===== src/rtl/hack_fetch_pkg.sv =====
// Shared defaults and state encoding for the Hack CPU instruction fetch stage.
package hack_fetch_pkg;

  localparam int unsigned DEFAULT_ADDR_W   = 15;
  localparam int unsigned DEFAULT_DATA_W   = 16;
  localparam int unsigned DEFAULT_RESET_PC = 0;

  typedef enum logic {
    StIssue = 1'b0,
    StWait  = 1'b1
  } fetch_state_t;

endpackage


===== src/rtl/hack_pc_counter.sv =====
// Program counter register: synchronous reset, jump load, modulo increment.
module hack_pc_counter
  import hack_fetch_pkg::*;
#(
  parameter int unsigned ADDR_W   = DEFAULT_ADDR_W,
  parameter int unsigned RESET_PC = DEFAULT_RESET_PC
) (
  input  logic              clk,
  input  logic              reset,
  input  logic              load,
  input  logic              inc,
  input  logic [ADDR_W-1:0] load_addr,
  output logic [ADDR_W-1:0] pc
);

  logic [ADDR_W-1:0] pc_q;

  // Load wins over increment; the add wraps naturally at ADDR_W bits.
  always_ff @(posedge clk) begin
    if (reset) begin
      pc_q <= ADDR_W'(RESET_PC);
    end else if (load) begin
      pc_q <= load_addr;
    end else if (inc) begin
      pc_q <= pc_q + ADDR_W'(1);
    end
  end

  assign pc = pc_q;

endmodule


===== src/rtl/hack_fetch_unit.sv =====
// Hack CPU fetch stage: one outstanding ROM read, stall, jump redirect with squash.
// Optional performance counters when HACK_FETCH_PERF_EN is defined.
module hack_fetch_unit
  import hack_fetch_pkg::*;
#(
  parameter int unsigned ADDR_W   = DEFAULT_ADDR_W,
  parameter int unsigned DATA_W   = DEFAULT_DATA_W,
  parameter int unsigned RESET_PC = DEFAULT_RESET_PC
) (
  input  logic              clk,
  input  logic              reset,
  input  logic              stall,
  input  logic              jump_en,
  input  logic [ADDR_W-1:0] jump_addr,
  output logic              rom_req,
  output logic [ADDR_W-1:0] rom_addr,
  input  logic [DATA_W-1:0] rom_rdata,
  input  logic              rom_valid,
  output logic [DATA_W-1:0] instr_out,
  output logic              instr_valid,
  output logic [ADDR_W-1:0] fetch_pc
`ifdef HACK_FETCH_PERF_EN
  ,
  output logic [15:0]       perf_fetched,
  output logic [15:0]       perf_squashed
`endif
);

  fetch_state_t      state_q, state_d;
  logic              flush_q, flush_d;
  logic [DATA_W-1:0] instr_q;
  logic              valid_q;
  logic [ADDR_W-1:0] fetch_pc_q;
  logic [ADDR_W-1:0] pc;
  logic              pc_load, pc_inc;
  logic              deliver, squash;

  hack_pc_counter #(
    .ADDR_W   (ADDR_W),
    .RESET_PC (RESET_PC)
  ) u_pc (
    .clk       (clk),
    .reset     (reset),
    .load      (pc_load),
    .inc       (pc_inc),
    .load_addr (jump_addr),
    .pc        (pc)
  );

  // Gated by reset so no request escapes while the stage is being cleared.
  assign rom_req  = (state_q == StIssue) && !stall && !jump_en && !reset;
  assign rom_addr = pc;

  always_comb begin
    state_d = state_q;
    flush_d = flush_q;
    pc_load = 1'b0;
    pc_inc  = 1'b0;
    deliver = 1'b0;
    squash  = 1'b0;
    unique case (state_q)
      StIssue: begin
        if (jump_en) begin
          pc_load = 1'b1;
        end else if (rom_req) begin
          state_d = StWait;
        end
      end
      StWait: begin
        if (rom_valid) begin
          state_d = StIssue;
          if (flush_q || jump_en) begin
            squash  = 1'b1;
            flush_d = 1'b0;
            pc_load = jump_en;
          end else begin
            deliver = 1'b1;
            pc_inc  = 1'b1;
          end
        end else if (jump_en) begin
          pc_load = 1'b1;
          flush_d = 1'b1;
        end
      end
      default: state_d = StIssue;
    endcase
  end

  always_ff @(posedge clk) begin
    if (reset) begin
      state_q    <= StIssue;
      flush_q    <= 1'b0;
      instr_q    <= '0;
      valid_q    <= 1'b0;
      fetch_pc_q <= '0;
    end else begin
      state_q <= state_d;
      flush_q <= flush_d;
      valid_q <= deliver;
      if (deliver) begin
        instr_q    <= rom_rdata;
        fetch_pc_q <= pc;
      end
    end
  end

  assign instr_out   = instr_q;
  assign instr_valid = valid_q;
  assign fetch_pc    = fetch_pc_q;

`ifdef HACK_FETCH_PERF_EN
  logic [15:0] fetched_q, squashed_q;

  always_ff @(posedge clk) begin
    if (reset) begin
      fetched_q  <= '0;
      squashed_q <= '0;
    end else begin
      if (valid_q && (fetched_q != 16'hFFFF)) begin
        fetched_q <= fetched_q + 16'd1;
      end
      if (squash && (squashed_q != 16'hFFFF)) begin
        squashed_q <= squashed_q + 16'd1;
      end
    end
  end

  assign perf_fetched  = fetched_q;
  assign perf_squashed = squashed_q;
`endif

endmodule


===== config.mk =====
export PLATFORM = sky130hd
export DESIGN_NAME = hack_fetch_unit
export DESIGN_NICKNAME = d
export VERILOG_FILES = /design/src/rtl/hack_fetch_pkg.sv /design/src/rtl/hack_pc_counter.sv /design/src/rtl/hack_fetch_unit.sv
export SDC_FILE = /design/constraint.sdc
export NUM_CORES = 1
export LEC_CHECK = 0
export BUFFER_PORTS_ARGS = -buffer_cell sky130_fd_sc_hd__clkbuf_2
export CORE_ASPECT_RATIO = 0.8
export CORE_UTILIZATION = 56
export CTS_BUF_LIST = sky130_fd_sc_hd__clkbuf_8
export DETAILED_ROUTE_END_ITERATION = 10
export PLACE_DENSITY = 0.88
export SLEW_MARGIN = 20
export SYNTH_ARGS = -nofsm -noshare
export SYNTH_HDL_FRONTEND = slang
export SYNTH_HIERARCHICAL = 1
export SYNTH_SLANG_ARGS = --single-unit

===== constraint.sdc =====
create_clock -name clk -period 5.1 [get_ports clk]
set_clock_uncertainty 0.2 [all_clocks]
set_input_delay 0.51 -clock clk [delete_from_list [all_inputs] [get_ports clk]]
set_output_delay 0.51 -clock clk [all_outputs]
set_load 0.005 [all_outputs]

Yosys cells after proc, flatten, opt, wreduce, memory -nomap -nowiden
Index checks and enable logic that the tools add are counted.
{"block": "totals", "ff_bits": 49, "input_bits": 36, "word_cells": 35}
{"block": "op_classes", "addsub": 1, "n_eq_ne": 1, "mux": 16, "n_bitwise": 1, "n_reduce_logical": 10}
{"op": "$mux W15", "n": 2}
{"op": "$add A15 B1 Y15 const B", "n": 1}
{"op": "$mux W1", "n": 12}
{"op": "$pmux W1 S2", "n": 2}
{"op": "$reduce_bool A2 Y1", "n": 2}
{"op": "$logic_and A1 B1 Y1", "n": 3}
{"op": "$logic_not A1 Y1", "n": 3}
{"op": "$reduce_and A3 Y1", "n": 1}
{"op": "$ne A2 B1 Y1 const B", "n": 1}
{"op": "$logic_or A1 B1 Y1", "n": 1}
{"op": "$not A1 Y1", "n": 1}

Logic depth before layout (Yosys ltp)
{"block": "depth", "ltp_word": 7, "depth_mapped": 8}

Modules after synthesis
Netlist, hierarchy kept.
{"mod": "hack_fetch_unit", "n_inst": 1, "cells_each": 147, "area_each_um2": 1551.5, "seq_area_each_um2": 680.7}
{"mod": "hack_pc_counter", "n_inst": 1, "cells_each": 104, "area_each_um2": 863.3, "seq_area_each_um2": 300.3}

Worst setup path after synthesis
No wires, ideal clock.
{"block": "synth_timing", "path_kind": "input -> register", "startpoint": "input port rom_valid", "endpoint": "register u_pc.pc_q[12], in the netlist u_pc/pc[12]", "setup_time_ps": 115, "arrival_time_ps": 1983, "required_time_ps": 4785, "path_slack_ps": 2802, "cell_stages": 8, "path_cell_list": "nor4bb_4 buf_6 buf_12 buf_6 nand4_2 nor4_1 xor2_1 o21a_1"}
{"block": "synth_between", "elab_chain_len": 3, "word_cells_on_any_way": 6, "cone_classes": "5 x mux; 1 x reduce/logical"}
{"item": "start: declaration", "line": "hack_fetch_unit.sv:18", "rtl": "input logic rom_valid,"}
{"item": "$mux W1 (2 in series)"}
{"item": "via deliver", "line": "hack_fetch_unit.sv:36", "rtl": "logic deliver, squash;"}
{"item": "$reduce_bool A2 Y1 (no source line)"}
{"item": "end signal: assignment", "line": "hack_pc_counter.sv:21", "rtl": "pc_q <= ADDR_W'(RESET_PC);"}
{"item": "end signal: assignment", "line": "hack_pc_counter.sv:23", "rtl": "pc_q <= load_addr;"}
{"item": "end signal: assignment", "line": "hack_pc_counter.sv:25", "rtl": "pc_q <= pc_q + ADDR_W'(1);"}
{"item": "end: declaration", "line": "hack_pc_counter.sv:16", "rtl": "logic [ADDR_W-1:0] pc_q;"}
The timed path passes the listed nets, and every way through them passes these cells.
A chain may end at the register's enable or synchronous reset.

Worst setup path in the final report
{"block": "layout_timing", "startpoint": "input port jump_en", "endpoint": "register u_pc.pc_q[10], in the netlist u_pc/pc[10]"}
{"block": "layout_between", "elab_chain_len": 5, "word_cells_on_any_way": 10, "cone_classes": "8 x mux; 2 x reduce/logical"}
{"item": "start: declaration", "line": "hack_fetch_unit.sv:13", "rtl": "input logic jump_en,"}
{"item": "$logic_or A1 B1 Y1", "line": "hack_fetch_unit.sv:72", "rtl": "if (flush_q || jump_en) begin"}
{"item": "$mux W1", "line": "hack_fetch_unit.sv:72"}
{"item": "$mux W1", "line": "hack_fetch_unit.sv:70", "rtl": "if (rom_valid) begin"}
{"item": "$pmux W1 S2 or $mux W1 (tied branches)", "line": "hack_fetch_unit.sv:61", "rtl": "unique case (state_q)"}
{"item": "$mux W15 or $reduce_bool A2 Y1 (tied branches)"}
Several ways; a longest one is shown, not always the timed one.

==> flow_summary_export.csv <==
group,metric,value,unit
power_and_ir_drop,max-vdd-ir-drop,0.000197,V
sta,setup_viol,0,
synthesis,yosys.area.top_type,"dfxtp_1",
layout,mostFrequentLayoutCells,"83 x clkbuf_2, 62 x nand2b_1, 49 x dfxtp_1",
placement,dp_hpwl,3330,µm
placement,dp_cells,374,
worst_setup_path,start_kind,"input port",
global_routing,antenna_found_initial,0,
power_and_ir_drop,power-per-cell-area,266,nW/µm²
floorplan,die_width,75.4,µm
power_and_ir_drop,power,0.769,mW
clock_tree,post_cts_buffers,0,
floorplan,core_region_area,3950,µm²
synthesis,syn_area_per_cell,9.62,µm²
clock_tree,cts_hold_buffers,0,
synthesis,synth_top_cell_area_share,40.6,%
worst_setup_path,endpoint_kind,"flip-flop",
worst_setup_path,crit_fanout,38,
layout,drive_gt1_share,29.7,%
clock_tree,cts.repair.resized,0,
worst_setup_path,crit_required,5.10,ns
clock_tree,cts_buffers,5,
sta,grt_setup_unrepaired,"false",
synthesis,ys_top_cells_by_area,"dfxtp_1 41%, nand2b_1 16%, mux2i_1 15%",
layout,synthToLayoutAreaGrowth,19.7,%
sta,max_freq,352,MHz
synthesis,synth.distinct_cells,30,
synthesis,seq_area_frac_synth,40.6,%
synthesis,ys_seq_elements,49,
status,outcome,"completed",
global_routing,overflow,0,
worst_setup_path,crit_type,"in -> reg",
sta,layout_min_cycle_time,2.84,ns
detailed_routing,firstDrtPassIters,4,
sta,slew_viol_final,0,
layout,fin_nets,363,
global_routing,grt_pass1_vias,1585,
detailed_routing,via_count,1901,
detailed_routing,final_antenna_net_count,0,
floorplan,placementRows,20,
synthesis,ys_warn_count,6,
synthesis,syn_inst,251,
sta,finalCritPeriodShare,55.8,%
placement,portBuffers,83,
power_and_ir_drop,leakage,1.23,nW
layout,final_common_cell,"clkbuf_2",
layout,fin_area,2890,µm²
sta,finalHoldViolCount,0,
detailed_routing,viasPerCell,4.98,
worst_setup_path,timing.rr.start,"state_q",
layout,instances_no_fill,382,
hold_path,min_from,"rom_valid",
floorplan,dieHeight,60.7,µm
synthesis,synth_area,2410,µm²
detailed_routing,drc,0,
detailed_routing,drtIter0Drc,102,
synthesis,synth_fp_nets,288,
clock_tree,clock_latency,0.29,ns
layout,utilization,73.1,%
placement,placed_cell_area,2780,µm²
hold_path,hold_path_class,"in -> reg",
floorplan,io_pins,84,
worst_setup_path,rrSetupSlack,2.57,ns
layout,diodes,0,
sta,fin_tns_setup,0,ns
detailed_routing,detail_route.wl_per_cell,12.7,µm
clock_tree,cts-root-buf,"clkbuf_8",
clock_tree,clock-sinks,49,
clock_tree,htree_levels,2,
worst_setup_path,arrival,2.84,ns
floorplan,die-area,4580,µm²
sta,max_slew_margin,56.9,%
global_routing,grt_util_all_layers,20.5,%
detailed_routing,wl,4840,µm
placement,gp_congestion,0.796,
worst_setup_path,worstSetupStartpoint,"jump_en",
layout,fillers,324,
sta,worst_pin_slew,0.646,ns
clock_tree,path_clk_slew,0.09,ns
global_routing,grt_max_degree,82,
global_routing,grt_pass1_wl,7040,µm
clock_tree,cts_tree,"built",
flow_run,drv_cap,0,
floorplan,start_util,61.1,%
clock_tree,clockBufferDepth,2,
-- power by group --
group	switching, mW	internal (mW)	leakage, nW
clock network	0.132	0.147	0.0543
registers	0.0163	0.394	0.399
logic	0.0365	0.0433	0.774
total	0.185	0.584	1.23
-- logic make-up (layout without fill, tap and decap cells) --
family                     count (synthesis)  count (layout)  share of synthesized area (%)
DFF                                       49              49                           40.6
muxes                                     35              35                           14.5
and+or+nand+nor                           98              98                           25.4
buffers and inverters                     29             105                           7.62
adders and majority gates                  1               1                          0.518
xor gates and xnor gates                  12              12                           4.35
AOI/OAI and AO/OA                         27              27                           6.94
-- Yosys cell counts --
master     n
a211oi_1   1
a21o_1     1
a21oi_1   14
buf_12     3
buf_2      1
buf_6      2
clkbuf_1  10
clkbuf_8   1
dfxtp_1   49
ha_1       1
inv_1     12
mux2i_1   35
nand2_1    5
nand2b_1  62
nand3_1    3
nand3_4    1
nand4_1    3
nand4_2    1
nor2_1     7
nor2b_1    1
nor3_1     3
nor4_1     7
nor4bb_4   1
o21a_1     8
o21ai_0    1
o31a_1     2
or2b_2     1
or3_1      3
xnor2_1    6
xor2_1     6
-- cell type report --
type / count / area [µm²] / area share (%)
inverter: 12 / 45.0 / 1.56
timing repair buffer: 85 / 430 / 14.9
multi-input combinational: 173 / 1250 / 43.2
sequential: 49 / 981 / 33.9
clock buffer: 5 / 68.8 / 2.38
tap: 55 / 68.8 / 2.38
clock inverter: 3 / 46.3 / 1.60
-- through the flow --
stage               setup WS (ns)  hold slack [ns]
detailed placement           1.95            0.270
CTS                          2.27            0.235
floorplan                    2.80            0.265
global placement             2.06            0.259
global route                 2.13            0.234
finish                       2.26            0.238
-- state kept, by name (all words and copies together), names as in the netlist --
signal,cells
u_pc/pc,15
instr_out,16
fetch_pc,15
state_q,1
flush_q,1
instr_valid,1
-- final timing paths --
| check | cells past startpoint | to |
|---|---|---|
| worst max-delay path | 7 | u_pc/pc[10] |
| worst min-delay path | 2 | flush_q |
| worst max register to register | 6 | u_pc/pc[10] |
| worst min register to register | 2 | fetch_pc[2] |
-- worst max-delay path, stage by stage --
cell and delay (ns):
clkbuf_2 0.38, nor4bb_4 0.36, buf_4 0.54, nand4_2 0.32, nor4_1 0.42, xor2_1 0.13, o21a_1 0.18
-- metal layers --
| layer | routed length (µm) | global-route usage [%] | share of wire, % | up-vias |
|---|---|---|---|---|
| li1 | - | - | - | 980 |
| met1 | 2420 | 28.8 | 50 | 844 |
| met2 | 2090 | 31.4 | 43 | 72 |
| met3 | 296 | 5.15 | 6.1 | 5 |
| met4 | 36 | 6.35 | 0.74 | 0 |
| met5 | 0 | 0 | 0 | - |
Power figures use the tool's default switching activity.
